<file path="config.mk">
export PLATFORM = sky130hd
export DESIGN_NAME = tick_sched
export DESIGN_NICKNAME = d
export VERILOG_FILES = /design/src/rtl/tick_sched.sv
export SDC_FILE = /design/constraint.sdc
export NUM_CORES = 1
export LEC_CHECK = 0
export ABC_AREA = 1
export BUFFER_PORTS_ARGS = -buffer_cell sky130_fd_sc_hd__buf_2
export CELL_PAD_IN_SITES_DETAIL_PLACEMENT = 0
export CELL_PAD_IN_SITES_GLOBAL_PLACEMENT = 1
export CORE_MARGIN = 4
export CORE_UTILIZATION = 49
export DETAILED_ROUTE_END_ITERATION = 10
export HOLD_SLACK_MARGIN = 0.03
export PLACE_DENSITY = 0.89
export SLEW_MARGIN = 30
export SYNTH_ARGS = -nofsm -noshare
export SYNTH_HDL_FRONTEND = slang
export SYNTH_SLANG_ARGS = --single-unit
export TNS_END_PERCENT = 10
</file>
<file path="constraint.sdc">
create_clock -name clk -period 4.5 [get_ports clk]
set_input_delay 0.225 -clock clk [delete_from_list [all_inputs] [get_ports clk]]
set_output_delay 0.225 -clock clk [all_outputs]
set_load 0.005 [all_outputs]
</file>
<file path="src/rtl/tick_sched.sv">
// Shared-prescaler event scheduler: NCH countdown channels, round-robin valid/ready event port.
// Define TICK_SCHED_ONESHOT_EN to honour cfg_periodic; otherwise every channel auto-reloads.
module tick_sched #(
  parameter int CLK_HZ  = 12_000_000,
  parameter int BASE_HZ = 1_000,
  parameter int NCH     = 4,
  parameter int CW      = 16,
  localparam int CHW    = $clog2(NCH)
) (
  input  logic           clk,
  input  logic           rst_n,
  input  logic           cfg_we,
  input  logic [CHW-1:0] cfg_ch,
  input  logic           cfg_en,
  input  logic           cfg_periodic,
  input  logic [CW-1:0]  cfg_period,
  output logic           evt_valid,
  output logic [CHW-1:0] evt_ch,
  input  logic           evt_ready,
  output logic [NCH-1:0] active,
  output logic [NCH-1:0] overrun,
  input  logic [NCH-1:0] ovr_clr
);

  localparam int DIV = CLK_HZ / BASE_HZ;
  localparam int PW  = $clog2(DIV);

  logic [PW-1:0]  presc;
  logic           base_tick;
  logic [CW-1:0]  cnt [NCH];
  logic [CW-1:0]  rld [NCH];
  logic [NCH-1:0] act, pend, ovr;
  logic [NCH-1:0] wr_oh, expire, gnt_oh, ovr_set;
  logic [CHW-1:0] ptr, gnt_ch;
  logic           gnt_v, load;

`ifdef TICK_SCHED_ONESHOT_EN
  logic [NCH-1:0] per;
`else
  logic unused_periodic;
  assign unused_periodic = cfg_periodic;
`endif

  assign base_tick = (presc == PW'(DIV - 1));

  always_ff @(posedge clk or negedge rst_n) begin
    if (!rst_n) presc <= '0;
    else        presc <= base_tick ? '0 : presc + PW'(1);
  end

  always_comb begin
    wr_oh = '0;
    if (cfg_we && (int'(cfg_ch) < NCH)) wr_oh[cfg_ch] = 1'b1;
  end

  always_comb begin
    expire = '0;
    for (int i = 0; i < NCH; i++)
      expire[i] = act[i] && base_tick && !wr_oh[i] && (cnt[i] == '0);
  end

  // Scan downward from ptr+NCH-1 so the last hit is the first pending at/after ptr.
  always_comb begin
    int idx;
    idx    = 0;
    gnt_v  = 1'b0;
    gnt_ch = '0;
    for (int k = NCH - 1; k >= 0; k--) begin
      idx = int'(ptr) + k;
      if (idx >= NCH) idx = idx - NCH;
      if (pend[idx]) begin
        gnt_v  = 1'b1;
        gnt_ch = CHW'(idx);
      end
    end
  end

  assign load    = !evt_valid || evt_ready;
  assign gnt_oh  = (load && gnt_v) ? (NCH'(1) << gnt_ch) : '0;
  assign ovr_set = expire & pend & ~gnt_oh;

  always_ff @(posedge clk or negedge rst_n) begin
    if (!rst_n) begin
      act  <= '0;
      pend <= '0;
      ovr  <= '0;
`ifdef TICK_SCHED_ONESHOT_EN
      per  <= '0;
`endif
      for (int i = 0; i < NCH; i++) begin
        cnt[i] <= '0;
        rld[i] <= '0;
      end
    end else begin
      for (int i = 0; i < NCH; i++) begin
        if (wr_oh[i]) begin
          pend[i] <= 1'b0;
          if (cfg_en && (cfg_period != '0)) begin
            act[i] <= 1'b1;
            rld[i] <= cfg_period;
            cnt[i] <= cfg_period - CW'(1);
`ifdef TICK_SCHED_ONESHOT_EN
            per[i] <= cfg_periodic;
`endif
          end else begin
            act[i] <= 1'b0;
          end
        end else if (expire[i]) begin
          // A same-cycle grant consumes the old event; this sets it again for the new one.
          pend[i] <= 1'b1;
`ifdef TICK_SCHED_ONESHOT_EN
          if (per[i]) cnt[i] <= rld[i] - CW'(1);
          else        act[i] <= 1'b0;
`else
          cnt[i] <= rld[i] - CW'(1);
`endif
        end else begin
          if (gnt_oh[i]) pend[i] <= 1'b0;
          if (act[i] && base_tick) cnt[i] <= cnt[i] - CW'(1);
        end
        if (ovr_set[i])      ovr[i] <= 1'b1;
        else if (ovr_clr[i]) ovr[i] <= 1'b0;
      end
    end
  end

  always_ff @(posedge clk or negedge rst_n) begin
    if (!rst_n) begin
      evt_valid <= 1'b0;
      evt_ch    <= '0;
      ptr       <= '0;
    end else if (load) begin
      evt_valid <= gnt_v;
      if (gnt_v) begin
        evt_ch <= gnt_ch;
        ptr    <= (int'(gnt_ch) == NCH - 1) ? '0 : gnt_ch + CHW'(1);
      end
    end
  end

  assign active  = act;
  assign overrun = ovr;

endmodule

</file>
# Word level (Yosys, flattened, before mapping)
# Index checks and enable logic that the tools add are counted.
# word_totals
output_inout_bits,11
in_bits,28
wordCells,173
regBits,159
# classes
reduce_logical,47
magnitude_cmp,10
add_sub_neg,18
n_eq_ne,6
shift,1
bitwise_logic,3
mux,64
# op_table
operator,count
2-to-1 mux 16 bit,13
subtractor 16 x 1 -> 16 bit (second input constant),9
less-than comparator 32 x 4 -> 1 bit (second input constant),4
2-to-1 mux 32 bit,4
zero test 16 bit,4
2-to-1 mux 1 bit,34
nonzero test 3 bit,8
AND reduction 2 bit,9
nonzero test 16 bit,1
logical AND 1 bit,15
adder 14 x 1 -> 14 bit (second input constant),1
== test 14 bit (second input constant),1
2-to-1 mux 14 bit,1
subtractor 3 x 3 -> 4 bit (second input constant),3
2-to-1 mux 2 bit,5
greater-or-equal comparator 3 bit (second input constant),3
AND 4 bit,2
binary-select mux 1 bit (select 2 bit),4
2-to-1 mux 4 bit,2
!= test 2 x 1 -> 1 bit (second input constant),4
nonzero test 2 bit,4
adder 2 x 2 -> 3 bit (second input constant),2
zero test 1 bit,5
NOT 4 bit,1
10 further kinds,10

# Depth between registers and ports, before layout
# logic_depth
depth_word,15
depth_mapped,18
depth_no_buf,18

# Worst setup path after synthesis
# No wires, ideal clock.
# synth_path
kind,register to register
start,register presc[0]
end,register cnt[54] (netlist name)
setup_slack_ns,2.117
path_stages_with_launch,16
arrival_ns,2.250
required_ns,4.367
path_buffers,1
period_less_slack_ns,2.383
cell_sequence,dfrtp_1 > ha_1 > nand3_2 > nor2_1 > nand2_2 > nor2_2 > buf_4 > a31oi_2 > ha_1 > nand3_1 > nor2_4 > nand2_1 > o21ai_0 > nand3_1 > nand2_1 > o21ai_0
# synth_via
elab_chain_cells,6
word_cells_on_any_way,8
cone_classes,eq/ne (1); mux (2); reduce/logical (5)
# synth_rtl
item,line_no,rtl
"start, declared",28,logic [PW-1:0] presc;
"start signal, assigned",48,else presc <= base_tick ? '0 : presc + PW'(1);
== test 14 bit *,44,assign base_tick = (presc == PW'(DIV - 1));
logical AND 1 bit *,"59, 119",
logical AND 1 bit (2 in series),59,expire[i] = act[i] && base_tick && !wr_oh[i] && (cnt[i] == '0);
nonzero test 3 bit (no line) / 2-to-1 mux 16 bit (equally long branches),--,
AND reduction 2 bit (no line) / 2-to-1 mux 16 bit (equally long branches),--,
"end signal, assigned by index",101,cnt[i] <= cfg_period - CW'(1);
"end signal, assigned by index",115,cnt[i] <= rld[i] - CW'(1);
"end signal, assigned by index",119,if (act[i] && base_tick) cnt[i] <= cnt[i] - CW'(1);
"end, declared",30,logic [CW-1:0] cnt [NCH];
# Every way passes the cells marked *; elsewhere a longest branch is shown, timed or not.
# A chain may end at the register's enable or synchronous reset.

# Final worst setup path
# Same ends and word-level chain as after synthesis.

==> out/metrics.csv <==
stage,metric,value,unit
place,dpl cells,1782,
worst_setup_path,worst setup path end,cnt[54],
timing,measured slew at the worst slew-check pin,965,ps
yosys,"Top FF cell, synth",dfrtp_1,
global_route,most used routing layer,met2,
timing,fmax,0.327,GHz
global_route,initial antenna violation count,0,
power_and_ir_drop,Flop pwr share,0.379,
die,I/O pin count,39,
die,Std-Cell Rows,52,
global_route,first-pass GRT wire length,48600,um
detailed_routing,DR vias/cell,5.31,
timing,period utilisation layout,0.680,
power_and_ir_drop,Switch Pwr,1840,uW
place,"Cell Area, Placed",10600,um2
global_route,GRT Total Usage,0.276,
cells_and_area,Multi-input gate area,5160,um2
worst_hold_path,Hold Path Depth,4,
yosys,Synth top cells by count,"439 x nand2_1, 209 x inv_1, 159 x dfrtp_1, 158 x nor2_1, 141 x o21ai_0",
yosys,syn_nets,1532,
detailed_routing,final WL,30600,um
timing,Layout Skew,7.47,ps
detailed_routing,Remaining DRCs,0,
yosys,Post-Syn Instances,1494,
clock_tree,CTS sink cnt,159,
global_route,GR Layer Usage met1,0.383,
cells_and_area,Layout area overhead,11.7,%
clock_tree,clock buffer depth,2,
yosys,#FFs+latches synth,159,
timing,Setup Total Neg Slack,0,ps
yosys,Yosys top cell by area,dfrtp_1,
worst_setup_path,startpoint types,register,
detailed_routing,post-route ant nets,0,
worst_setup_path,R2R Path Start,presc[0],
place,RD Place Congestion,0.902,
timing,max-slew violation count,0,
die,Die ar.,23000,um2
cells_and_area,fin cells,1817,
global_route,pin count of the biggest net entering global routing,101,
worst_setup_path,CP max FO,12,
detailed_routing,Avg WL per Cell,16.8,um
timing,"Hold Vio Cnt, Final",0,
yosys,Post-Syn Area,10100,um2
worst_setup_path,Reg2Reg Capture Point,cnt[54],
clock_tree,H-tree Lvls,4,
timing,final setup fails,0,
timing,Slew headroom,0.354,
worst_setup_path,CP required,4810,ps
power_and_ir_drop,sw frac,0.361,
clock_tree,CTS Root Cell,clkbuf_16,
detailed_routing,1st-iter DRT viols,847,
run,Max Cap Viol,0,
die,Die X,152,um
worst_setup_path,R2R cell count,16,
clock_tree,clock latency on the worst-skew pair,440,ps
yosys,async set-or-reset flop fraction in the synthesized netlist,1.00,
die,core area,20300,um2
yosys,Mapped Avg Cell Area,6.78,um2
yosys,"top cells by area, synth","dfrtp_1 39%, nand2_1 16%, inv_1 7.7%, o21ai_0 7.0%, nand3_1 6.6%",
yosys,most frequent cell after synthesis,nand2_1,
power_and_ir_drop,Max IR drop VDD,0.284,mV
cells_and_area,nets,1574,
power_and_ir_drop,Pleak,0.00606,uW
die,initial core utilization,0.499,
power_and_ir_drop,Design Power,5090,uW
timing,RSZ-0062 raised after global routing,false,
worst_setup_path,critical path type,reg2reg,
clock_tree,CTS tree,done,
worst_setup_path,Worst Path Arrival,3370,ps
global_route,number of global-route vias before repair,9107,
cells_and_area,fillcell total,1998,
global_route,met2 usage in global routing,0.439,
cells_and_area,ANT cells,0,
worst_setup_path,Setup crit start,presc[0],
clock_tree,Num CTS Buffers,17,
timing,fin crit period,3060,ps
worst_hold_path,Hold Path Class,in2reg,
yosys,post-synthesis sequential area ratio,0.393,
cells_and_area,layout cells sized above 1,0.0931,
global_route,GRT overflow,0,
power_and_ir_drop,Pwr Density,450,nW/um2
place,detailed placement HPWL,21700,um
place,DP Worst Slack,1480,ps
global_route,grt met3 use,0.0425,
place,Port-buffer cells,37,
clock_tree,"CTS clk-pin slew, worst paths",60,ps
power_and_ir_drop,internal power,3250,uW
detailed_routing,DR vias,9650,
power_and_ir_drop,Comb pwr share,0.312,
yosys,Synth top area share,0.393,
cells_and_area,Reg area,3980,um2
status,status,"complete, no violations",
power_and_ir_drop,clock share of power,0.309,
detailed_routing,TritonRoute pass-1 iters,5,
die,Die Y,152,um
worst_setup_path,Reg2Reg Setup Slack,1440,ps
timing,"Worst Setup Slack, final",1440,ps
yosys,Post-synth EDFFs,0,
cells_and_area,final instance area,11300,um2
worst_setup_path,crit path capture type,register,
yosys,Netlist cell types,44,
yosys,Ys Warns,0,
==> registers in the layout (all words and copies together) (netlist names) <==
register and flops:
evt_ch 2, rld 64, active 4, evt_valid 1
pend 4, cnt 64, overrun 4, ptr 2
presc 14
==> cell families (layout without fill, tap and decap cells) <==
family | after synthesis | after routing | synth area share
AO/OA/AOI/OAI | 224 | 224 | 0.120
XOR/XNOR | 20 | 20 | 0.0173
adder cells (fa/ha/maj) | 10 | 10 | 0.0124
buffers and inverters | 257 | 310 | 0.0982
flip-flops | 159 | 159 | 0.393
multiplexers | 1 | 1 | 0.000988
AND/OR/NAND/NOR | 823 | 823 | 0.358
==> worst max-delay path, cell delays in order, from the launching register on <==
cell	delay (ps)
dfrtp_1	390
ha_1	250
nand3_2	140
nor2_1	70
nand2_2	270
nor2_2	190
nand2_1	90
inv_1	100
a21oi_1	260
ha_1	240
nand3_1	180
nor2_4	250
nand2_1	90
o21ai_0	160
nand3_1	80
nand2_1	60
o21ai_0	70
==> placed cells by master (no fill, tap or decap), types with 11 or more instances in the layout <==
cell / synthesis / layout
nor2_4: 11 / 11
nor2_1: 158 / 158
clkbuf_16: 0 / 17
nand2_1: 439 / 439
dfrtp_1: 159 / 159
xor2_1: 18 / 18
nand4_1: 23 / 23
nand3_1: 133 / 133
a21oi_1: 41 / 41
inv_1: 209 / 209
buf_2: 3 / 36
nand3b_1: 13 / 13
buf_4: 5 / 23
o21ai_0: 141 / 141
==> per-stage QoR <==
step | utilization | hold WS, ps
6_report | 0.557 | 44.6
5_1_grt | 0.557 | 78.3
2_1_floorplan | - | -70.6
4_1_cts | 0.557 | 37.0
3_3_place_gp | 0.524 | 407
3_5_place_dp | 0.524 | 405
==> worst min path at each step <==
stage	from	end	slack [ps]
final	evt_ready	evt_valid	40
after global routing	evt_ready	evt_valid	80
after CTS	evt_ready	evt_valid	40
after detailed placement	rst_n	presc[0]	410
after global placement	rst_n	presc[0]	410
after floorplan	rst_n	active[0]	-70
==> layout make-up <==
class / instances / area share
clock inverters: 7 / 0.0142
well taps: 270 / 0.0299
inverters: 215 / 0.0713
flip-flops and latches: 159 / 0.352
multi-input cells: 1078 / 0.456
clock buffers: 23 / 0.0405
repair buffers: 65 / 0.0368
==> what timing repair did <==
item,4_1_cts,5_1_grt
endpoints found under the hold margin,102,0
setup buffers,0,0
hold buffers,5,0
gates resized for setup,0,0
endpoints found under the setup margin,0,0
==> per-layer routing <==
| metal | wire [um] | vias up | share of wire |
|---|---|---|---|
| met5 | 0 | - | 0 |
| met4 | 1090 | 0 | 0.036 |
| met2 | 13800 | 285 | 0.45 |
| met1 | 13900 | 4468 | 0.45 |
| li1 | - | 4827 | - |
| met3 | 1810 | 70 | 0.059 |
==> power by group through the flow <==
stage | Combinational [uW] | Clock (uW) | Sequential [uW]
after detailed placement | 1570 | 0 | 1950
after floorplan | 1220 | 0 | 1890
after global routing | 1820 | 1660 | 1970
after global placement | 1540 | 0 | 1940
final | 1590 | 1570 | 1930
after CTS | 1580 | 1590 | 1930
(Power assumes the default switching activity.)
